File: config.mk
export PLATFORM = sky130hd
export DESIGN_NAME = vga_sync_decoder
export DESIGN_NICKNAME = d
export VERILOG_FILES = /design/src/rtl/vga_timing_pkg.sv /design/src/rtl/sync_edge_det.sv /design/src/rtl/vga_sync_decoder.sv
export SDC_FILE = /design/constraint.sdc
export NUM_CORES = 1
export LEC_CHECK = 0
export BUFFER_PORTS_ARGS = -buffer_cell sky130_fd_sc_hd__buf_2
export CORE_MARGIN = 4
export CORE_UTILIZATION = 54
export CTS_CLUSTER_DIAMETER = 200
export CTS_CLUSTER_SIZE = 40
export DETAILED_ROUTE_END_ITERATION = 8
export PLACE_DENSITY = 0.79
export SKIP_LAST_GASP = 1
export SYNTH_ARGS = -nofsm -noshare
export SYNTH_HDL_FRONTEND = slang
export SYNTH_HIERARCHICAL = 1
export SYNTH_SLANG_ARGS = --single-unit
File: constraint.sdc
create_clock -name VGA_CLK -period 3.7 [get_ports VGA_CLK]
set_input_delay 0.185 -clock VGA_CLK [delete_from_list [all_inputs] [get_ports VGA_CLK]]
set_output_delay 0.185 -clock VGA_CLK [all_outputs]
set_load 0.005 [all_outputs]
File: src/rtl/vga_timing_pkg.sv
// rtl/vga_timing_pkg.sv - default VGA timing constants, counter helpers and lock FSM states
package vga_timing_pkg;

    localparam int H_TOTAL_DEF  = 800;
    localparam int V_TOTAL_DEF  = 525;
    localparam int H_ACTIVE_DEF = 640;
    localparam int V_ACTIVE_DEF = 480;

    localparam int              CNT_W   = 13;
    localparam logic [CNT_W-1:0] CNT_MAX = '1;

    typedef enum logic [1:0] {
        SEARCH = 2'd0,
        CHECK  = 2'd1,
        LOCKED = 2'd2
    } sync_state_t;

    // Measurement counters stick at all-ones instead of wrapping.
    function automatic logic [CNT_W-1:0] sat_inc(input logic [CNT_W-1:0] v);
        return (v == CNT_MAX) ? v : v + 1'b1;
    endfunction

endpackage

File: src/rtl/sync_edge_det.sv
// rtl/sync_edge_det.sv - input register for an active-low sync with a one-cycle falling-edge pulse
module sync_edge_det (
    input  logic clk,
    input  logic reset,
    input  logic sync_n,
    output logic fall
);

    logic sync_q;
    logic sync_d;

    // Idle level is high so leaving reset never produces a false edge.
    always_ff @(posedge clk) begin
        if (reset) begin
            sync_q <= 1'b1;
            sync_d <= 1'b1;
        end else begin
            sync_q <= sync_n;
            sync_d <= sync_q;
        end
    end

    assign fall = sync_d & ~sync_q;

endmodule

File: src/rtl/vga_sync_decoder.sv
// rtl/vga_sync_decoder.sv - VGA timing decoder with lock FSM; VGA_FRAME_CHECKSUM_EN adds a per-frame pixel checksum
module vga_sync_decoder
    import vga_timing_pkg::*;
#(
    parameter int H_TOTAL     = H_TOTAL_DEF,
    parameter int V_TOTAL     = V_TOTAL_DEF,
    parameter int LOCK_FRAMES = 2
) (
    input  logic        VGA_CLK,
    input  logic        RESET,
    input  logic        VGA_HS,
    input  logic        VGA_VS,
    input  logic        VGA_BLANK_N,
    input  logic [7:0]  VGA_R,
    input  logic [7:0]  VGA_G,
    input  logic [7:0]  VGA_B,
    output logic [7:0]  pix_R,
    output logic [7:0]  pix_G,
    output logic [7:0]  pix_B,
    output logic [12:0] col,
    output logic [12:0] row,
    output logic        active,
    output logic [12:0] h_total,
    output logic [12:0] v_total,
    output logic        locked,
    output logic        sync_err,
    output logic [15:0] frame_sum
);

    localparam logic [CNT_W-1:0] H_EXP   = CNT_W'(H_TOTAL);
    localparam logic [CNT_W-1:0] V_EXP   = CNT_W'(V_TOTAL);
    localparam logic [CNT_W-1:0] H_LIMIT = CNT_W'(2 * H_TOTAL);
    localparam logic [7:0]       LOCK_N  = 8'(LOCK_FRAMES);

    logic       blank_q;
    logic [7:0] r_q, g_q, b_q;
    logic       hs_fall, vs_fall;

    sync_edge_det u_hs_det (.clk(VGA_CLK), .reset(RESET), .sync_n(VGA_HS), .fall(hs_fall));
    sync_edge_det u_vs_det (.clk(VGA_CLK), .reset(RESET), .sync_n(VGA_VS), .fall(vs_fall));

    always_ff @(posedge VGA_CLK) begin
        if (RESET) begin
            blank_q <= 1'b0;
            r_q     <= '0;
            g_q     <= '0;
            b_q     <= '0;
        end else begin
            blank_q <= VGA_BLANK_N;
            r_q     <= VGA_R;
            g_q     <= VGA_G;
            b_q     <= VGA_B;
        end
    end

    logic [CNT_W-1:0] clk_cnt;
    logic [CNT_W-1:0] line_cnt;
    logic [CNT_W-1:0] lines_now;
    logic             frame_ok;
    logic             line_good;
    logic             frame_good;
    logic             timeout;

    // An HS fall coinciding with a VS fall closes its line before the frame is judged.
    assign line_good  = (clk_cnt == H_EXP);
    assign lines_now  = hs_fall ? sat_inc(line_cnt) : line_cnt;
    assign frame_good = frame_ok && (!hs_fall || line_good) && (lines_now == V_EXP);
    assign timeout    = (clk_cnt > H_LIMIT);

    always_ff @(posedge VGA_CLK) begin
        if (RESET) begin
            clk_cnt  <= '0;
            line_cnt <= '0;
            frame_ok <= 1'b0;
            h_total  <= '0;
            v_total  <= '0;
        end else begin
            if (hs_fall) begin
                clk_cnt <= CNT_W'(1);
                h_total <= clk_cnt;
            end else begin
                clk_cnt <= sat_inc(clk_cnt);
            end
            if (vs_fall) begin
                v_total  <= lines_now;
                line_cnt <= '0;
                frame_ok <= 1'b1;
            end else begin
                line_cnt <= lines_now;
                if (hs_fall && !line_good)
                    frame_ok <= 1'b0;
            end
        end
    end

    sync_state_t state_q, state_d;
    logic [7:0]  good_q, good_d;
    logic        err_d;

    always_comb begin
        state_d = state_q;
        good_d  = good_q;
        err_d   = 1'b0;
        if (timeout) begin
            state_d = SEARCH;
            good_d  = '0;
            err_d   = (state_q == LOCKED);
        end else begin
            case (state_q)
                SEARCH: begin
                    if (vs_fall) begin
                        state_d = CHECK;
                        good_d  = '0;
                    end
                end
                CHECK: begin
                    if (vs_fall) begin
                        if (frame_good) begin
                            good_d = good_q + 8'd1;
                            if (good_d >= LOCK_N)
                                state_d = LOCKED;
                        end else begin
                            good_d = '0;
                        end
                    end
                end
                LOCKED: begin
                    if ((hs_fall && !line_good) || (vs_fall && (lines_now != V_EXP))) begin
                        state_d = CHECK;
                        good_d  = '0;
                        err_d   = 1'b1;
                    end
                end
                default: begin
                    state_d = SEARCH;
                    good_d  = '0;
                end
            endcase
        end
    end

    always_ff @(posedge VGA_CLK) begin
        if (RESET) begin
            state_q  <= SEARCH;
            good_q   <= '0;
            sync_err <= 1'b0;
        end else begin
            state_q  <= state_d;
            good_q   <= good_d;
            sync_err <= err_d;
        end
    end

    assign locked = (state_q == LOCKED);

    // line_act remembers whether the current line has shown a visible pixel yet.
    logic line_act;

    always_ff @(posedge VGA_CLK) begin
        if (RESET) begin
            pix_R    <= '0;
            pix_G    <= '0;
            pix_B    <= '0;
            active   <= 1'b0;
            col      <= '0;
            row      <= '0;
            line_act <= 1'b0;
        end else begin
            active <= blank_q;
            pix_R  <= blank_q ? r_q : 8'd0;
            pix_G  <= blank_q ? g_q : 8'd0;
            pix_B  <= blank_q ? b_q : 8'd0;
            if (hs_fall)
                line_act <= blank_q;
            else if (blank_q)
                line_act <= 1'b1;
            if (blank_q)
                col <= (hs_fall || !line_act) ? '0 : sat_inc(col);
            if (vs_fall)
                row <= '0;
            else if (hs_fall && line_act)
                row <= sat_inc(row);
        end
    end

`ifdef VGA_FRAME_CHECKSUM_EN
    logic [15:0] sum_acc;
    logic [15:0] pix_x;

    assign pix_x = {8'd0, r_q ^ g_q ^ b_q};

    always_ff @(posedge VGA_CLK) begin
        if (RESET) begin
            sum_acc   <= '0;
            frame_sum <= '0;
        end else if (vs_fall) begin
            frame_sum <= sum_acc;
            sum_acc   <= blank_q ? pix_x : 16'd0;
        end else if (blank_q) begin
            sum_acc <= sum_acc + pix_x;
        end
    end
`else
    assign frame_sum = '0;
`endif

endmodule

==> flow_summary.yaml, run 1 <==
logic_synthesis:
  yosysTopAreaCell: "dfxtp_1"
  synthFlopType: "dfxtp_1"
  synth_top_cell_area_share_pct: 49.3
  synth-edff-count: 0
  synth_area_um2: 5890
  netlist_top_cells_count: "145 x dfxtp_1, 89 x nor2_1, 30 x nand2_1, 30 x nor2b_1, 29 x nand3_1"
  async_flop_share_pct: 0
  seq_area_frac_synth_pct: 49.3
  synth.distinct_cells: 63
  synth_seq_cells: 145
  yosys-top-cells-area: "dfxtp_1 49%, nor2_1 5.7%, mux2i_1 3.4%"
  syn_inst: 630
  syn_avg_cell_area_um2: 9.35
  synth_most_common_cell: "dfxtp_1"
  yosys_warnings: 6
grt:
  grt_pass1_wl_mm: 22.3
  antenna_found_initial: 0
  grt_usage_pct: 21.4
  grt_pass1_vias: 4642
  grt_max_degree: 48
  overflow: 0
finish:
  multiInputGateArea_um2: 2780
  fin_area_um2: 7310
  post-route-util_pct: 69.9
  drive_gt1_share_pct: 20.8
  final_cells: 907
  area_growth_pct: 24.2
  fin_nets: 794
  fillerInstances: 763
  diodes: 0
  seqCellArea_um2: 2900
cts:
  cts_resized: 0
  numCtsBuffers: 17
  clockBufferDepth: 2
  cts_max_level: 4
  cts_tree: "done"
  cts_sinks: 145
  clkTransAtPathRegs_ns: 0.07
  clk_latency_ns: 0.52
  root_buffer: "clkbuf_8"
sta:
  setup_viol: 0
  tightest_slew_ns: 0.622
  skew_ns: 0.0109
  rsz0062_at_grt: "no"
  layout_min_cycle_time_ns: 2.86
  finalSetupTns_ns: 0
  hold_viol_final: 0
  fin_crit_sh_pct: 77.3
  max_freq_mhz: 350
  max_slew_margin_pct: 58.2
  slew_violations: 0
worst_setup_path:
  crit_arrival_ns: 3.32
  startpoint_type: "flip-flop"
  timing.setup.critical_path_class: "reg2reg"
  cp.required_ns: 4.16
  end_kind: "flip-flop"
  crit_path_cell_trace: "and2b_2 > and4_1 > nand2_1 > o31ai_1 > nand3_1 > o41ai_1 > o211a_2 > a21o_1"
  crit_buf_inv: 0
  cp_max_fo: 13
  critPathMaxStageDelay_ns: 0.50
  cp_slowest_cell: "o31ai_1"
  crit_family: "compound AO/OA/AOI/OAI gates"
floorplan:
  rows: 37
  fp.dieH_um: 112
  initial_utilization_pct: 56.3
  design.die.area_um2: 12600
  ioPinCount: 124
  die_w_um: 112
  core_area_um2: 10500
power:
  p_int_mw: 2.55
  net-switching-power_uw: 869
  powerDensity_nw_per_um2: 467
  combPwrFrac_pct: 4.7
  netSwitchingFraction_pct: 25.4
  pwr-share-seq_pct: 47.1
  ir_drop_mv: 0.301
  pwr-share-clk_pct: 48.3
  leakage_nw: 3.11
placed_design:
  dpl_cell_area_um2: 6450
  gp_congestion: 0.905
  io_buffers: 107
  dp.cells: 848
  dpl.hpwl_mm: 9.00
routing:
  ant_nets: 0
  post_drt_wl_per_cell_um: 14.9
  drc_errors: 0
  vias_per_cell: 5.37
  wirelength_mm: 13.5
  dr_total_vias: 4874
  drt_iter0_drc: 530
  dr.pass1.iters: 6
status:
  status: "finished, final reports clean"
job:
  maxCapViolations: 0
worst_hold_path:
  min_path_type: "in2reg"
==> per-layer routing <==
layer | vias up | GRT usage (%) | wire length (µm)
met5 | - | 0 | 0
met4 | 0 | 6.73 | 226
met3 | 26 | 5.82 | 843
met2 | 195 | 36.8 | 6730
met1 | 2246 | 26.0 | 5750
li1 | 2407 | - | -
==> logic make-up after synthesis <==
group | after synthesis | share of synthesized area [%]
AO/OA/AOI/OAI | 79 | 9.90
XOR/XNOR | 35 | 5.20
adder cells (fa/ha/maj) | 7 | 1.49
buffers and inverters | 53 | 4.48
flip-flops | 145 | 49.3
multiplexers | 20 | 3.40
other | 1 | 0.0637
AND/OR/NAND/NOR | 290 | 26.2
==> registers in the layout, indices dropped and copies added (netlist names), 13 cells and up <==
register,cells
clk_cnt,13
v_total,13
row,13
line_cnt,13
col,13
h_total,13
==> cell usage in the layout (no fill, tap or decap), drive strengths merged, types with 3 or more instances in the layout <==
cell | netlist | routed
xor2 | 20 | 20
o31ai | 5 | 5
dfxtp | 145 | 145
a211oi | 6 | 6
o211ai | 4 | 4
nand3 | 29 | 29
and4 | 11 | 11
mux2i | 20 | 20
inv | 9 | 16
a31oi | 4 | 4
clkinv | 1 | 7
or3 | 7 | 7
o21ai | 7 | 7
or2 | 9 | 9
xnor2 | 15 | 15
nor3 | 10 | 10
and2 | 27 | 27
a21oi | 23 | 23
clkbuf | 21 | 17
conb | 1 | 16
o41ai | 4 | 4
nor2b | 30 | 30
nor4 | 3 | 3
nand2b | 6 | 6
and3 | 7 | 7
nand2 | 30 | 30
dlygate4sd3 | 0 | 27
nand4 | 19 | 19
nand3b | 4 | 4
nor2 | 89 | 89
buf | 22 | 110
a21o | 9 | 9
ha | 7 | 7
==> worst paths after layout <==
| kind | start | to | slack [ns] | cells after the start |
|---|---|---|---|---|
| setup reg to reg | u_hs_det/sync_q | good_q[6] | 0.84 | 8 |
| setup / recovery | u_hs_det/sync_q | good_q[6] | 0.84 | 8 |
| hold reg to reg | r_q[3] | pix_R[3] | 0.43 | 1 |
| hold / removal | RESET | h_total[0] | 0.07 | 2 |
==> worst reg2reg max path, cell delays in order (launching register included) <==
cell and delay [ns]:
dfxtp_1 0.30, and2b_2 0.36, and4_1 0.37, nand2_1 0.14, o31ai_1 0.50, nand3_1 0.28
o41ai_1 0.33, o211a_2 0.35, a21o_1 0.16
==> stage by stage <==
step / worst slack, ns / hold WS (ns) / power, mW
after CTS: 0.908 / 0.0557 / 3.44
after floorplan: 1.13 / 0.282 / 1.74
after global placement: 1.06 / 0.366 / 1.77
after global routing: 0.642 / 0.0713 / 3.55
after detailed placement: 0.927 / 0.367 / 1.78
final: 0.839 / 0.0692 / 3.42
==> final cells by class <==
class	count	area share (%)
timing repair buffer	137	11.3
multi-input combinational	447	38.0
clock inverter	15	2.48
inverter	10	0.513
sequential	145	39.7
clock buffer	17	5.66
tap	136	2.33
==> power groups by stage <==
stage	combinational [mW]	sequential, mW	clock [mW]
after floorplan	0.103	1.64	0
after global placement	0.130	1.64	0
after detailed placement	0.134	1.64	0
after CTS	0.158	1.61	1.68
after global routing	0.176	1.61	1.76
final	0.159	1.61	1.65
==> what timing repair did <==
item	CTS	global route
hold endpoints to repair	27	0
setup buffers	0	0
hold buffers	27	0
Power figures use the tool's default switching activity.
==> run 2: changes to the inputs <==
--- a/config.mk
+++ b/config.mk
@@ -7,11 +7,11 @@
 export LEC_CHECK = 0
 export BUFFER_PORTS_ARGS = -buffer_cell sky130_fd_sc_hd__buf_2
 export CORE_MARGIN = 4
-export CORE_UTILIZATION = 54
+export CORE_UTILIZATION = 49
 export CTS_CLUSTER_DIAMETER = 200
 export CTS_CLUSTER_SIZE = 40
 export DETAILED_ROUTE_END_ITERATION = 8
-export PLACE_DENSITY = 0.79
+export PLACE_DENSITY = 0.76
 export SKIP_LAST_GASP = 1
 export SYNTH_ARGS = -nofsm -noshare
 export SYNTH_HDL_FRONTEND = slang
==> constraint.sdc (replaced) <==
create_clock -name VGA_CLK -period 2.4 [get_ports VGA_CLK]
set_input_delay 0.12 -clock VGA_CLK [delete_from_list [all_inputs] [get_ports VGA_CLK]]
set_output_delay 0.12 -clock VGA_CLK [all_outputs]
set_load 0.005 [all_outputs]
==> run 2 against run 1 <==
  * The flow now finishes with violations (setup timing)
  * Clock skew decreased by 0.0025 ns
  * Sequential share of layout area decreased by 2.5 points
  * Final area increased by 7.1%
  * Power increased by 56%
  * Critical path type unchanged
  * Highest routed layer unchanged
==> flow_summary.yaml, run 2 (synthesis gave the netlist of run 1 again) <==
floorplan:
  fp.dieH_um: 118
  core_area_um2: 11600
  design.die.area_um2: 13800
  ioPinCount: 124
  initial_utilization_pct: 50.7
  die_w_um: 118
  rows: 39
finish:
  layout_commonest_cell: "dfxtp_1"
  area_growth_pct: 33.0
  final_cell_mix: "139 x dfxtp_1, 107 x buf_2, 89 x nor2_1, 52 x buf_4, 30 x nor2b_1"
  fin_area_um2: 7830
  fin_nets: 843
  drive_gt1_share_pct: 28.9
  fillerInstances: 937
cts:
  cts_max_level: 4
  clockBufferDepth: 2
  cts_sinks: 145
  clk_latency_ns: 0.42
  numCtsBuffers: 17
  cts_tree: "done"
  root_buffer: "clkbuf_16"
  clkTransAtPathRegs_ns: 0.06
placed_design:
  dpl.hpwl_mm: 9.44
  io_buffers: 107
  gp_congestion: 0.892
  dpl_cell_area_um2: 6800
  place_ws_ns: -0.189
sta:
  slew_violations: 0
  max_freq_mhz: 378
  rsz0062_at_grt: "yes"
  fin_crit_sh_pct: 110
  max_slew_margin_pct: 53.7
  worst_hold_slack_ns: 0.190
  tightest_slew_ns: 0.694
  hold_viol_final: 0
  skew_ns: 0.00841
  setup_viol: 4
  setup_slack_ns: -0.243
  layout_min_cycle_time_ns: 2.64
  finalSetupTns_ns: -0.678
worst_setup_path:
  cp.required_ns: 2.76
  timing.setup.critical_path_class: "reg2reg"
  crit_arrival_ns: 3.01
  startpoint_type: "flip-flop"
  cp_max_fo: 3
  end_kind: "flip-flop"
grt:
  overflow: 0
  antenna_found_initial: 1
  grt_pass1_vias: 4839
  grt_usage_pct: 19.8
  grt_pass1_wl_mm: 22.8
  grt_max_degree: 67
routing:
  dr_total_vias: 4983
  ant_nets: 0
  drc_errors: 0
  wirelength_mm: 14.0
  drt_iter0_drc: 348
  dr.pass1.iters: 4
  vias_per_cell: 5.17
  post_drt_wl_per_cell_um: 14.5
worst_hold_path:
  min_path_type: "in2reg"
status:
  status: "finished with violations"
  failed_checks: "setup timing"
power:
  leakage_nw: 3.38
  power.total_mw: 5.32
  powerDensity_nw_per_um2: 679
  ir_drop_mv: 0.619
job:
  maxCapViolations: 0
run 2: final timing paths:
| kind | from | to | slack (ns) | cells past startpoint |
|---|---|---|---|---|
| max | clk_cnt[0] | good_q[7] | -0.24 | 9 |
| min | RESET | state_q[1] | 0.19 | 4 |
| max reg2reg | clk_cnt[0] | good_q[7] | -0.24 | 9 |
| min reg2reg | g_q[7] | pix_G[7] | 0.43 | 1 |
run 2: what timing repair did:
action,CTS,global route
endpoints found under the hold margin,27,0
resized for setup,8,23
endpoints found under the setup margin,10,12
pin swaps,2,13
buffers inserted,1,4
hold buffers,27,0
run 2: cell type report:
type,count,area [µm²],share of cell area [%]
Multi-Input combinational cell,447,2930,37.3
Sequential cell,145,2910,37.2
Timing Repair Buffer,186,1200,15.3
Clock buffer,18,439,5.61
Tap cell,143,179,2.28
Clock inverter,14,144,1.84
Inverter,10,37.5,0.479
Antenna cell,1,2.50,0.0319
run 2: through the flow:
step	utilization, %	std cells
final	67.5	964
after global routing	67.5	964
after CTS	66.3	959
after detailed placement	58.6	899
after global placement	58.6	899
after floorplan	-	645
run 2: routing by layer:
layer | global-route usage (%) | share of wire [%] | vias up
li1 | - | - | 2503
met3 | 4.71 | 4.1 | 20
met1 | 23.9 | 43 | 2362
met2 | 33.3 | 51 | 98
met4 | 9.30 | 1.8 | 0
met5 | 0 | 0 | -
run 2: worst max-delay path, cell delays in order (launching register included):
cell and delay (ns):
dfxtp_2 0.32, inv_2 0.05, ha_1 0.12, or4b_4 0.49
o21a_1 0.22, or3_4 0.33, or4_1 0.48, or3_4 0.36
a21oi_2 0.12, a21o_1 0.09
run 2: where the power goes:
group          switching (mW)  internal (mW)
Sequential             0.0241           2.46
Clock                    1.07           1.49
Combinational           0.141          0.132
==> run 3: changes to the inputs <==
--- a/config.mk
+++ b/config.mk
@@ -6,12 +6,13 @@
 export NUM_CORES = 1
 export LEC_CHECK = 0
 export BUFFER_PORTS_ARGS = -buffer_cell sky130_fd_sc_hd__buf_2
+export CORE_ASPECT_RATIO = 1.4
 export CORE_MARGIN = 4
 export CORE_UTILIZATION = 49
 export CTS_CLUSTER_DIAMETER = 200
 export CTS_CLUSTER_SIZE = 40
 export DETAILED_ROUTE_END_ITERATION = 8
-export PLACE_DENSITY = 0.76
+export PLACE_DENSITY_LB_ADDON = 0.3
 export SKIP_LAST_GASP = 1
 export SYNTH_ARGS = -nofsm -noshare
 export SYNTH_HDL_FRONTEND = slang
==> run 3 against run 2 <==
  * The run still ends with setup timing left
  * Register-to-register slack improved by 0.12 ns
  * Count of clock-buffer cells in the layout increased by 2
  * Via count increased by 1.4%
  * Worst hold slack got worse by 0.043 ns
  * First-iteration DRC count decreased by 39%
  * Critical path depth unchanged
  * Global-route usage increased by 1.6 points
  * Power increased by 3.1%
  * Setup slack improved by 0.12 ns
  * Fmax increased by 4.9%
  * Largest cell class is now sequential cells
  * Largest power group unchanged
  * Highest routed layer unchanged
==> flow_summary.yaml, run 3 (synthesis gave the netlist of run 1 again) <==
status:
  status: "finished with violations"
  failed_checks: "setup timing"
routing:
  dr_total_vias: 5054
  wirelength_mm: 14.7
  post_drt_wl_per_cell_um: 15.2
  dr.pass1.iters: 5
  drc_errors: 0
  drt_iter0_drc: 214
  vias_per_cell: 5.24
  ant_nets: 0
finish:
  fin_nets: 841
  area_growth_pct: 32.8
  layout_commonest_cell: "dfxtp_1"
  final_cell_mix: "142 x dfxtp_1, 107 x buf_2, 89 x nor2_1, 49 x buf_4"
  diodes: 0
  drive_gt1_share_pct: 27.8
cts:
  cts_max_level: 4
  clk_latency_ns: 0.42
  clkTransAtPathRegs_ns: 0.06
  root_buffer: "clkbuf_16"
  cts_tree: "done"
  numCtsBuffers: 17
  cts_sinks: 145
  clockBufferDepth: 2
sta:
  max_freq_mhz: 397
  rsz0062_at_grt: "yes"
  skew_ns: 0.00646
  layout_min_cycle_time_ns: 2.52
  setup_slack_ns: -0.120
  max_slew_margin_pct: 54.8
  finalSetupTns_ns: -0.290
  slew_violations: 0
  setup_viol: 3
  tightest_slew_ns: 0.678
  hold_viol_final: 0
  fin_crit_sh_pct: 105
  worst_hold_slack_ns: 0.148
worst_hold_path:
  min_path_type: "in2reg"
worst_setup_path:
  end_kind: "flip-flop"
  startpoint_type: "flip-flop"
  crit_arrival_ns: 2.88
  crit_end: "good_q[6]"
  rr_worst_depth: 9
  rrSetupSlack_ns: -0.12
  cp.required_ns: 2.76
  reg2reg_from: "clk_cnt[0]"
  cp-startpoint: "clk_cnt[0]"
  cp_max_fo: 3
  reg2reg_to: "good_q[6]"
  timing.setup.critical_path_class: "reg2reg"
grt:
  grt_max_degree: 67
  grt_pass1_wl_mm: 23.7
  grt_usage_pct: 21.4
  overflow: 0
  antenna_found_initial: 0
  grt_pass1_vias: 5021
floorplan:
  rows: 47
  initial_utilization_pct: 49.8
  design.die.area_um2: 13900
  die_w_um: 101
  fp.dieH_um: 138
  core_area_um2: 11800
  ioPinCount: 124
placed_design:
  dpl.hpwl_mm: 9.62
  io_buffers: 107
  gp_congestion: 0.883
power:
  leakage_nw: 3.38
  ir_drop_mv: 0.523
  power.total_mw: 5.48
  powerDensity_nw_per_um2: 701
job:
  maxCapViolations: 0
-- run 3: layer usage --
layer	up-vias	share of wire (%)	GRT usage, %
met5	-	0	0
met4	0	2.5	9.74
met3	37	6.0	4.96
met2	161	51	38.2
met1	2353	41	23.9
li1	2503	-	-
-- run 3: where the power goes --
part	switching [mW]	internal, mW	leakage [nW]
sequential	0.0236	2.46	1.18
combinational	0.141	0.135	1.90
clock	1.03	1.69	0.297
total	1.20	4.29	3.38
-- run 3: worst min-delay path by stage --
stage	start	end	slack, ns	depth (start not counted)
after floorplan	RESET	u_hs_det/sync_d	0.22	1
after global routing	RESET	state_q[1]	0.15	4
after detailed placement	VGA_VS	u_vs_det/sync_q	0.30	2
after CTS	RESET	state_q[1]	0.15	4
final	RESET	state_q[1]	0.15	4
after global placement	VGA_VS	u_vs_det/sync_q	0.30	2
-- run 3: timing repair --
action                                 4_1_cts  5_1_grt
resized for setup                            9       13
endpoints found under the hold margin       27        0
buffers inserted                             2        3
hold buffers                                27        0
pin swaps                                    6        7
cloned                                       0        0
setup endpoints to repair                   11       13
-- run 3: cell type report --
class	count	area (µm²)
Fill cell	939	4000
Sequential cell	145	2910
Multi-Input combinational cell	447	2900
Timing Repair Buffer	184	1180
Clock buffer	20	457
Tap cell	147	184
Clock inverter	12	155
Inverter	10	37.5
-- run 3: stage by stage --
step           util, %  setup WS (ns)  std cells  cell area, µm²
2_1_floorplan        -         -0.114        645            5960
3_3_place_gp      57.4         -0.134        901            6790
3_5_place_dp      57.4         -0.164        901            6790
4_1_cts           65.4         -0.129        962            7730
5_1_grt           66.2         -0.240        965            7820
6_report          66.2         -0.120        965            7820
-- run 3: critical path: stages, from the launching register on --
cell and delay [ns]:
dfxtp_2 0.32, inv_2 0.05, ha_1 0.12, or4b_4 0.49
o21a_1 0.20, or3_4 0.33, or4_1 0.40, or3_4 0.36
a21oi_2 0.12, a21o_1 0.09
